`src/rtl/bloc_afisare_pkg.sv`:
```
// Shared constants for the bloc_afisare display driver: active-low segment
// patterns, anode mask, digit-index type and time-word field positions.
package bloc_afisare_pkg;

  // Patterns are {g,f,e,d,c,b,a}, active-low.
  localparam logic [6:0] SEG_0     = 7'b1000000;
  localparam logic [6:0] SEG_1     = 7'b1111001;
  localparam logic [6:0] SEG_2     = 7'b0100100;
  localparam logic [6:0] SEG_3     = 7'b0110000;
  localparam logic [6:0] SEG_4     = 7'b0011001;
  localparam logic [6:0] SEG_5     = 7'b0010010;
  localparam logic [6:0] SEG_6     = 7'b0000010;
  localparam logic [6:0] SEG_7     = 7'b1111000;
  localparam logic [6:0] SEG_8     = 7'b0000000;
  localparam logic [6:0] SEG_9     = 7'b0010000;
  localparam logic [6:0] SEG_DASH  = 7'b0111111;
  localparam logic [6:0] SEG_BLANK = 7'b1111111;

  localparam logic [3:0] AN_OFF = 4'b1111;

  typedef logic [1:0] digit_idx_t;

  localparam int PM_BIT  = 24;
  localparam int HT_LSB  = 20;
  localparam int HU_LSB  = 16;
  localparam int MT_LSB  = 12;
  localparam int MU_LSB  = 8;
  localparam int FIELD_W = 4;

  function automatic logic [3:0] an_select(input digit_idx_t idx);
    return ~(4'b0001 << idx);
  endfunction

endpackage

```
`src/rtl/bloc_afisare_decodor_bcd_7seg.sv`:
```
// Combinational BCD to seven-segment decoder, active-low outputs.
// Codes 10-15 cannot be valid BCD and are shown as a dash.
module decodor_bcd_7seg
  import bloc_afisare_pkg::*;
(
  input  logic [3:0] bcd_i,
  output logic [6:0] seg_o
);

  always_comb begin
    seg_o = SEG_DASH;
    case (bcd_i)
      4'd0:    seg_o = SEG_0;
      4'd1:    seg_o = SEG_1;
      4'd2:    seg_o = SEG_2;
      4'd3:    seg_o = SEG_3;
      4'd4:    seg_o = SEG_4;
      4'd5:    seg_o = SEG_5;
      4'd6:    seg_o = SEG_6;
      4'd7:    seg_o = SEG_7;
      4'd8:    seg_o = SEG_8;
      4'd9:    seg_o = SEG_9;
      default: seg_o = SEG_DASH;
    endcase
  end

endmodule

```
`src/rtl/bloc_afisare.sv`:
```
// Multiplexed 4-digit HH.MM display driver with per-frame tear-free snapshot.
// Optional field blinking is built when BLOC_AFISARE_BLINK_EN is defined.
module bloc_afisare
  import bloc_afisare_pkg::*;
#(
  parameter int unsigned SCAN_DIV  = 100000,
  parameter int unsigned BLINK_DIV = 250
) (
  input  logic        clock,
  input  logic        reset,
  input  logic [24:0] data_in,
  input  logic        set_minute,
  input  logic        set_ore,
  output logic [3:0]  an,
  output logic [6:0]  seg,
  output logic        dp
);

  localparam int unsigned PW = $clog2(SCAN_DIV);

  logic [PW-1:0] presc_q;
  logic          tick;
  logic          pre_tick;
  digit_idx_t    idx_q, idx_d;
  logic [24:8]   shadow_q, shadow_d;
  logic [3:0]    an_q, an_nxt;
  logic [6:0]    seg_q, seg_nxt, seg_dec;
  logic          dp_q, dp_nxt;
  logic [3:0]    digit;
  logic          blank_min;
  logic          blank_hr;
  logic          unused_bits;

  assign tick     = (presc_q == PW'(SCAN_DIV - 1));
  assign pre_tick = (presc_q == PW'(SCAN_DIV - 2));

  // The snapshot is taken only when the scan wraps, so a frame never mixes two times.
  always_comb begin
    idx_d    = tick ? digit_idx_t'(idx_q + 2'd1) : idx_q;
    shadow_d = (tick && idx_q == 2'd3) ? data_in[24:8] : shadow_q;
  end

  always_comb begin
    digit = shadow_d[MU_LSB +: FIELD_W];
    case (idx_d)
      2'd0:    digit = shadow_d[MU_LSB +: FIELD_W];
      2'd1:    digit = shadow_d[MT_LSB +: FIELD_W];
      2'd2:    digit = shadow_d[HU_LSB +: FIELD_W];
      default: digit = shadow_d[HT_LSB +: FIELD_W];
    endcase
  end

  decodor_bcd_7seg u_decodor (
    .bcd_i (digit),
    .seg_o (seg_dec)
  );

`ifdef BLOC_AFISARE_BLINK_EN
  localparam int unsigned BW = (BLINK_DIV > 1) ? $clog2(BLINK_DIV) : 1;

  logic [BW-1:0] blink_cnt_q, blink_cnt_d;
  logic          phase_q, phase_d;
  logic          blink_req;

  assign blink_req = set_minute | set_ore;

  always_comb begin
    blink_cnt_d = blink_cnt_q;
    phase_d     = phase_q;
    if (!blink_req) begin
      blink_cnt_d = '0;
      phase_d     = 1'b0;
    end else if (tick) begin
      if (blink_cnt_q == BW'(BLINK_DIV - 1)) begin
        blink_cnt_d = '0;
        phase_d     = ~phase_q;
      end else begin
        blink_cnt_d = blink_cnt_q + 1'b1;
      end
    end
  end

  always_ff @(posedge clock or negedge reset) begin
    if (!reset) begin
      blink_cnt_q <= '0;
      phase_q     <= 1'b0;
    end else begin
      blink_cnt_q <= blink_cnt_d;
      phase_q     <= phase_d;
    end
  end

  // Use the post-update phase so the displayed slot and phase_q always agree.
  assign blank_min   = phase_d & set_minute;
  assign blank_hr    = phase_d & set_ore;
  assign unused_bits = ^data_in[7:0];
`else
  assign blank_min   = 1'b0;
  assign blank_hr    = 1'b0;
  assign unused_bits = ^{data_in[7:0], set_minute, set_ore};
`endif

  always_comb begin
    an_nxt  = an_select(idx_d);
    seg_nxt = (idx_d == 2'd3 && digit == 4'd0) ? SEG_BLANK : seg_dec;
    dp_nxt  = ~((idx_d == 2'd2) | ((idx_d == 2'd0) & shadow_d[PM_BIT]));
    if (blank_min && !idx_d[1]) begin
      an_nxt = AN_OFF;
    end
    if (blank_hr && idx_d[1]) begin
      an_nxt = AN_OFF;
      dp_nxt = 1'b1;
    end
  end

  // Anodes go dark for the tick cycle to hide the segment change (anti-ghosting).
  always_ff @(posedge clock or negedge reset) begin
    if (!reset) begin
      presc_q  <= '0;
      idx_q    <= 2'd3;
      shadow_q <= '0;
      an_q     <= AN_OFF;
      seg_q    <= SEG_BLANK;
      dp_q     <= 1'b1;
    end else begin
      presc_q  <= tick ? '0 : presc_q + 1'b1;
      idx_q    <= idx_d;
      shadow_q <= shadow_d;
      if (tick) begin
        an_q  <= an_nxt;
        seg_q <= seg_nxt;
        dp_q  <= dp_nxt;
      end else if (pre_tick) begin
        an_q  <= AN_OFF;
      end
    end
  end

  assign an  = an_q;
  assign seg = seg_q;
  assign dp  = dp_q;

endmodule

```
`config.mk`:
```
export PLATFORM = sky130hd
export DESIGN_NAME = bloc_afisare
export DESIGN_NICKNAME = d
export VERILOG_FILES = /design/src/rtl/bloc_afisare_pkg.sv /design/src/rtl/bloc_afisare_decodor_bcd_7seg.sv /design/src/rtl/bloc_afisare.sv
export SDC_FILE = /design/constraint.sdc
export NUM_CORES = 1
export LEC_CHECK = 0
export ABC_CLOCK_PERIOD_IN_PS = 6700
export CAP_MARGIN = 15
export CORE_MARGIN = 2
export CORE_UTILIZATION = 35
export DETAILED_ROUTE_END_ITERATION = 10
export SKIP_LAST_GASP = 1
export SYNTH_ARGS = -nofsm -noshare
export SYNTH_HDL_FRONTEND = slang
export SYNTH_SLANG_ARGS = --single-unit
export TNS_END_PERCENT = 30
```
`constraint.sdc`:
```
create_clock -name clock -period 6.7 [get_ports clock]
set_input_delay 0.67 -clock clock [delete_from_list [all_inputs] [get_ports clock]]
set_output_delay 0.67 -clock clock [all_outputs]
set_load 0.01 [all_outputs]
```
==> qor.tcl <==
set qor(run_status) {completed}
set qor(grt_remaining_overflow) 0
set qor(clk_path_buf_depth) 2
set qor(postCtsHoldBufs) 0
set qor(grtUsageTotal_pct) 13.19
set qor(timing.critical_path.to_type) {flop}
set qor(slowest_stage) {sky130_fd_sc_hd__dfstp_2}
set qor(cts_inserted_buffers) 5
set qor(finalHoldViolCount) 0
set qor(worstMarginPinSlew_ns) 0.5820
set qor(rows) 31
set qor(ys_seq_elements) 48
set qor(most_frequently_used_flop_master_after_synthesis) {sky130_fd_sc_hd__dfrtp_1}
set qor(unrepaired_setup_endpoints_after_global_routing) {false}
set qor(synthDistinctLibCells) 52
set qor(yosysWarnings) 0
set qor(boundaryPins) 41
set qor(p_leak_uw) 0.001426
set qor(grt_start_max_net_pins) 49
set qor(fin_worst_skew_ns) 0.01204
set qor(post_cts.repair.setup_buffers) 0
set qor(clock_insertion_delay_worst_skew_ns) 0.31
set qor(crit_start) {idx_q[0]}
set qor(clock_tree.root_cell) {sky130_fd_sc_hd__clkbuf_8}
set qor(die_h_um) 91.51
set qor(synth_enable_flop_cells) 0
set qor(vdd_drop_max_uv) 76.67
set qor(slew_viol_final) 0
set qor(dieArea_sq_mm) 0.008373
set qor(first_global_vias) 1824
set qor(fin_tns_setup_ns) 0
set qor(flow.area_growth_from_synthesis_pct) 18.35
set qor(placement.io_buffers) 30
set qor(drc) 0
set qor(setup_viol) 0
set qor(syn-num-nets) 290
set qor(cts-htree-levels) 2
set qor(detailroute.via_count) 1897
set qor(sum_of_routed_wire_length_over_all_layers_um) 5203
set qor(detail_route.wl_per_cell_um) 13.62
set qor(slew_headroom_pct) 61.20
set qor(maxClockFrequency_mhz) 264.8
set qor(timing.hold.worst.class) {input pin to async pin}
set qor(antenna_left) 0
set qor(cts.sink_count) 48
set qor(crit_path_max_incr_delay_ns) 0.73
set qor(r2r_end) {seg[3]}
set qor(synthCells) 252
set qor(drt_first_pass_iters) 4
set qor(power.density_cell_area_mw_per_mm2) 153.4
set qor(grt_pass1_wl_um) 8997
set qor(number_of_drc_markers_in_iteration_0) 78
set qor(grt_antenna_before_repair) 0
set qor(seq_area_frac_synth_pct) 45.47
set qor(period_share_pct) 56.36
set qor(floorplan_core_area_sq_mm) 0.007331
set qor(post_cts_sizing_count) 0
set qor(antenna_cells_inserted) 0
set qor(arrival_ns) 4.02
set qor(place_area_sq_mm) 0.003059
set qor(syn_area_sq_mm) 0.002680
set qor(critical_path_required_ns) 6.95
set qor(final_area_sq_mm) 0.003172
set qor(vias_per_cell) 4.966
set qor(path_cells) {ha_1 > nand2_1 > nor2_8 > mux2i_1 > or3_1 > nand3_1 > inv_1 > ha_1 > nand2_1 > o21ai_2 > nor2b_1 > nand3b_1 > o211a_1}
set qor(max-cap-violations) 0
set qor(hpwlAfterDp_um) 3631
set qor(layout.nets) 320
set qor(chipWidth_um) 91.51
set qor(timing.reg2reg.worst_path_depth) 13
set qor(clk_transition_reported_paths_ns) 0.10
set qor(utilization_of_the_core_after_routing_pct) 43.27
set qor(initial_core_utilization_pct) 36.56
set qor(ys_async_sr_fraction_pct) 100.0
set qor(mean_instance_size_in_the_synthesized_netlist_sq_um) 10.64
set qor(drive_gt1_share_pct) 20.85
set qor(setup.worst_path.end) {seg[3]}
set qor(final_critical_path_time_including_i_o_delays_and_setup_ns) 3.776
set qor(path_max_fanout) 17
set qor(gp_congestion) 0.7519
set qor(crit-reg2reg-launch) {idx_q[0]}
set qor(worst-setup-path-type) {flop to flop}
set qor(cts_tree) {done}
set qor(worst-r2r-setup-slack_ns) 2.92
set qor(cp-start-kind) {flop}
[kinds of logic after synthesis]
family	count (synthesis)	share of synthesized area, %
muxes	29	12.60
xor gates and xnor gates	13	4.248
buffers and inverters	22	3.594
AOI/OAI and AO/OA	45	11.72
and+or+nand+nor	86	18.16
DFF	48	45.47
adders and majority gates	9	4.202
[metrics by stage]
step                hold slack, ns  cells  worst slack (ns)  total power [uW]
floorplan                   0.3744    252             3.648             295.8
global route                0.3769    382             2.447             507.9
CTS                         0.4854    381             2.872             492.3
finish                      0.3512    382             2.924             486.7
detailed placement          0.4615    373             2.886             313.2
global placement            0.4595    373             2.946             313.4
[state kept, by name, indices dropped and copies added (netlist names)]
signal    cells
an            4
dp            1
idx_q         2
presc_q      17
seg           7
shadow_q     17
[cells in the mapped netlist, drive strengths merged, types with 4 or more instances]
master / instances / area share (%)
mux2: 15 / 6.3
nor2: 26 / 4.2
xnor2: 7 / 2.3
or3: 5 / 1.2
nand4: 4 / 1.7
clkbuf: 4 / 0.56
dfrtp: 34 / 32
inv: 12 / 1.7
o21ai: 13 / 2.6
nand2: 23 / 3.2
buf: 5 / 1.2
mux2i: 12 / 4.6
and3: 4 / 0.93
nand3: 9 / 1.7
dfstp: 14 / 14
a21oi: 12 / 2.5
ha: 9 / 4.2
xor2: 6 / 2.0
[area by class of cell]
class	instances	area (sq um)
multi-input combinational	182	1365
clock inverter	3	23.77
tap	99	123.9
clock buffer	5	68.82
timing repair buffer	32	322.8
sequential	48	1219
inverter	13	48.80
fill	709	4159
[layer usage]
metal | part of all wire (%) | GRT usage [%] | wire (um) | up-vias
li1 | - | - | - | 954
met1 | 52 | 19.14 | 2702 | 908
met2 | 44 | 19.91 | 2272 | 28
met3 | 2.9 | 2.075 | 149 | 7
met4 | 1.5 | 4.545 | 78 | 0
met5 | 0 | 0 | 0 | -
[where the power goes]
part / internal (uW) / switching [uW] / total [uW]
logic: 10.4 / 8.44 / 18.8
registers: 290 / 0 / 290
clock network: 74.1 / 104 / 178
[placed cells by master (no fill, tap or decap), types with 2 or more instances in the layout]
cell type                         netlist  routed
sky130_fd_sc_hd__mux2_2                15      15
sky130_fd_sc_hd__o2bb2ai_1              2       2
sky130_fd_sc_hd__a21oi_1               10      10
sky130_fd_sc_hd__o21a_1                 3       3
sky130_fd_sc_hd__mux4_2                 2       2
sky130_fd_sc_hd__nand2_1               23      23
sky130_fd_sc_hd__inv_1                 12      12
sky130_fd_sc_hd__a21oi_2                2       2
sky130_fd_sc_hd__o211ai_1               2       2
sky130_fd_sc_hd__nor2_1                25      25
sky130_fd_sc_hd__clkbuf_8               0       5
sky130_fd_sc_hd__nor3_1                 3       3
sky130_fd_sc_hd__ha_1                   9       9
sky130_fd_sc_hd__xor2_1                 6       6
sky130_fd_sc_hd__and3_1                 4       4
sky130_fd_sc_hd__o21ai_0               12      12
sky130_fd_sc_hd__a31oi_1                2       2
sky130_fd_sc_hd__o211a_1                3       3
sky130_fd_sc_hd__mux2i_1               11      11
sky130_fd_sc_hd__dfstp_2               14      14
sky130_fd_sc_hd__dfrtp_1               34      34
sky130_fd_sc_hd__or3_1                  5       5
sky130_fd_sc_hd__nand4_1                2       2
sky130_fd_sc_hd__clkinvlp_4             0       2
sky130_fd_sc_hd__and4_1                 2       2
sky130_fd_sc_hd__nor2b_1                2       2
sky130_fd_sc_hd__clkdlybuf4s50_1        0      29
sky130_fd_sc_hd__and4bb_2               2       2
sky130_fd_sc_hd__xnor2_1                7       7
sky130_fd_sc_hd__nand3_1                9       9
[worst min-delay path by stage]
stage	depth (start not counted)	end	slack, ns	start
after floorplan	0	presc_q[0]	0.37	reset
after global placement	2	shadow_q[16]	0.46	shadow_q[16]
after detailed placement	2	shadow_q[16]	0.46	shadow_q[16]
after CTS	2	shadow_q[16]	0.49	shadow_q[16]
after global routing	1	shadow_q[9]	0.38	reset
final	1	shadow_q[17]	0.35	reset
[worst max-delay path, delay by kind of cell (launching register included)]
kind / cells / cell delay [ns]
muxes: 1 / 0.14
DFF: 1 / 0.73
adders and majority gates: 2 / 0.78
buffers and inverters: 1 / 0.12
and+or+nand+nor: 7 / 1.66
AOI/OAI and AO/OA: 2 / 0.28
No activity file was read; power rests on OpenSTA's default activity.
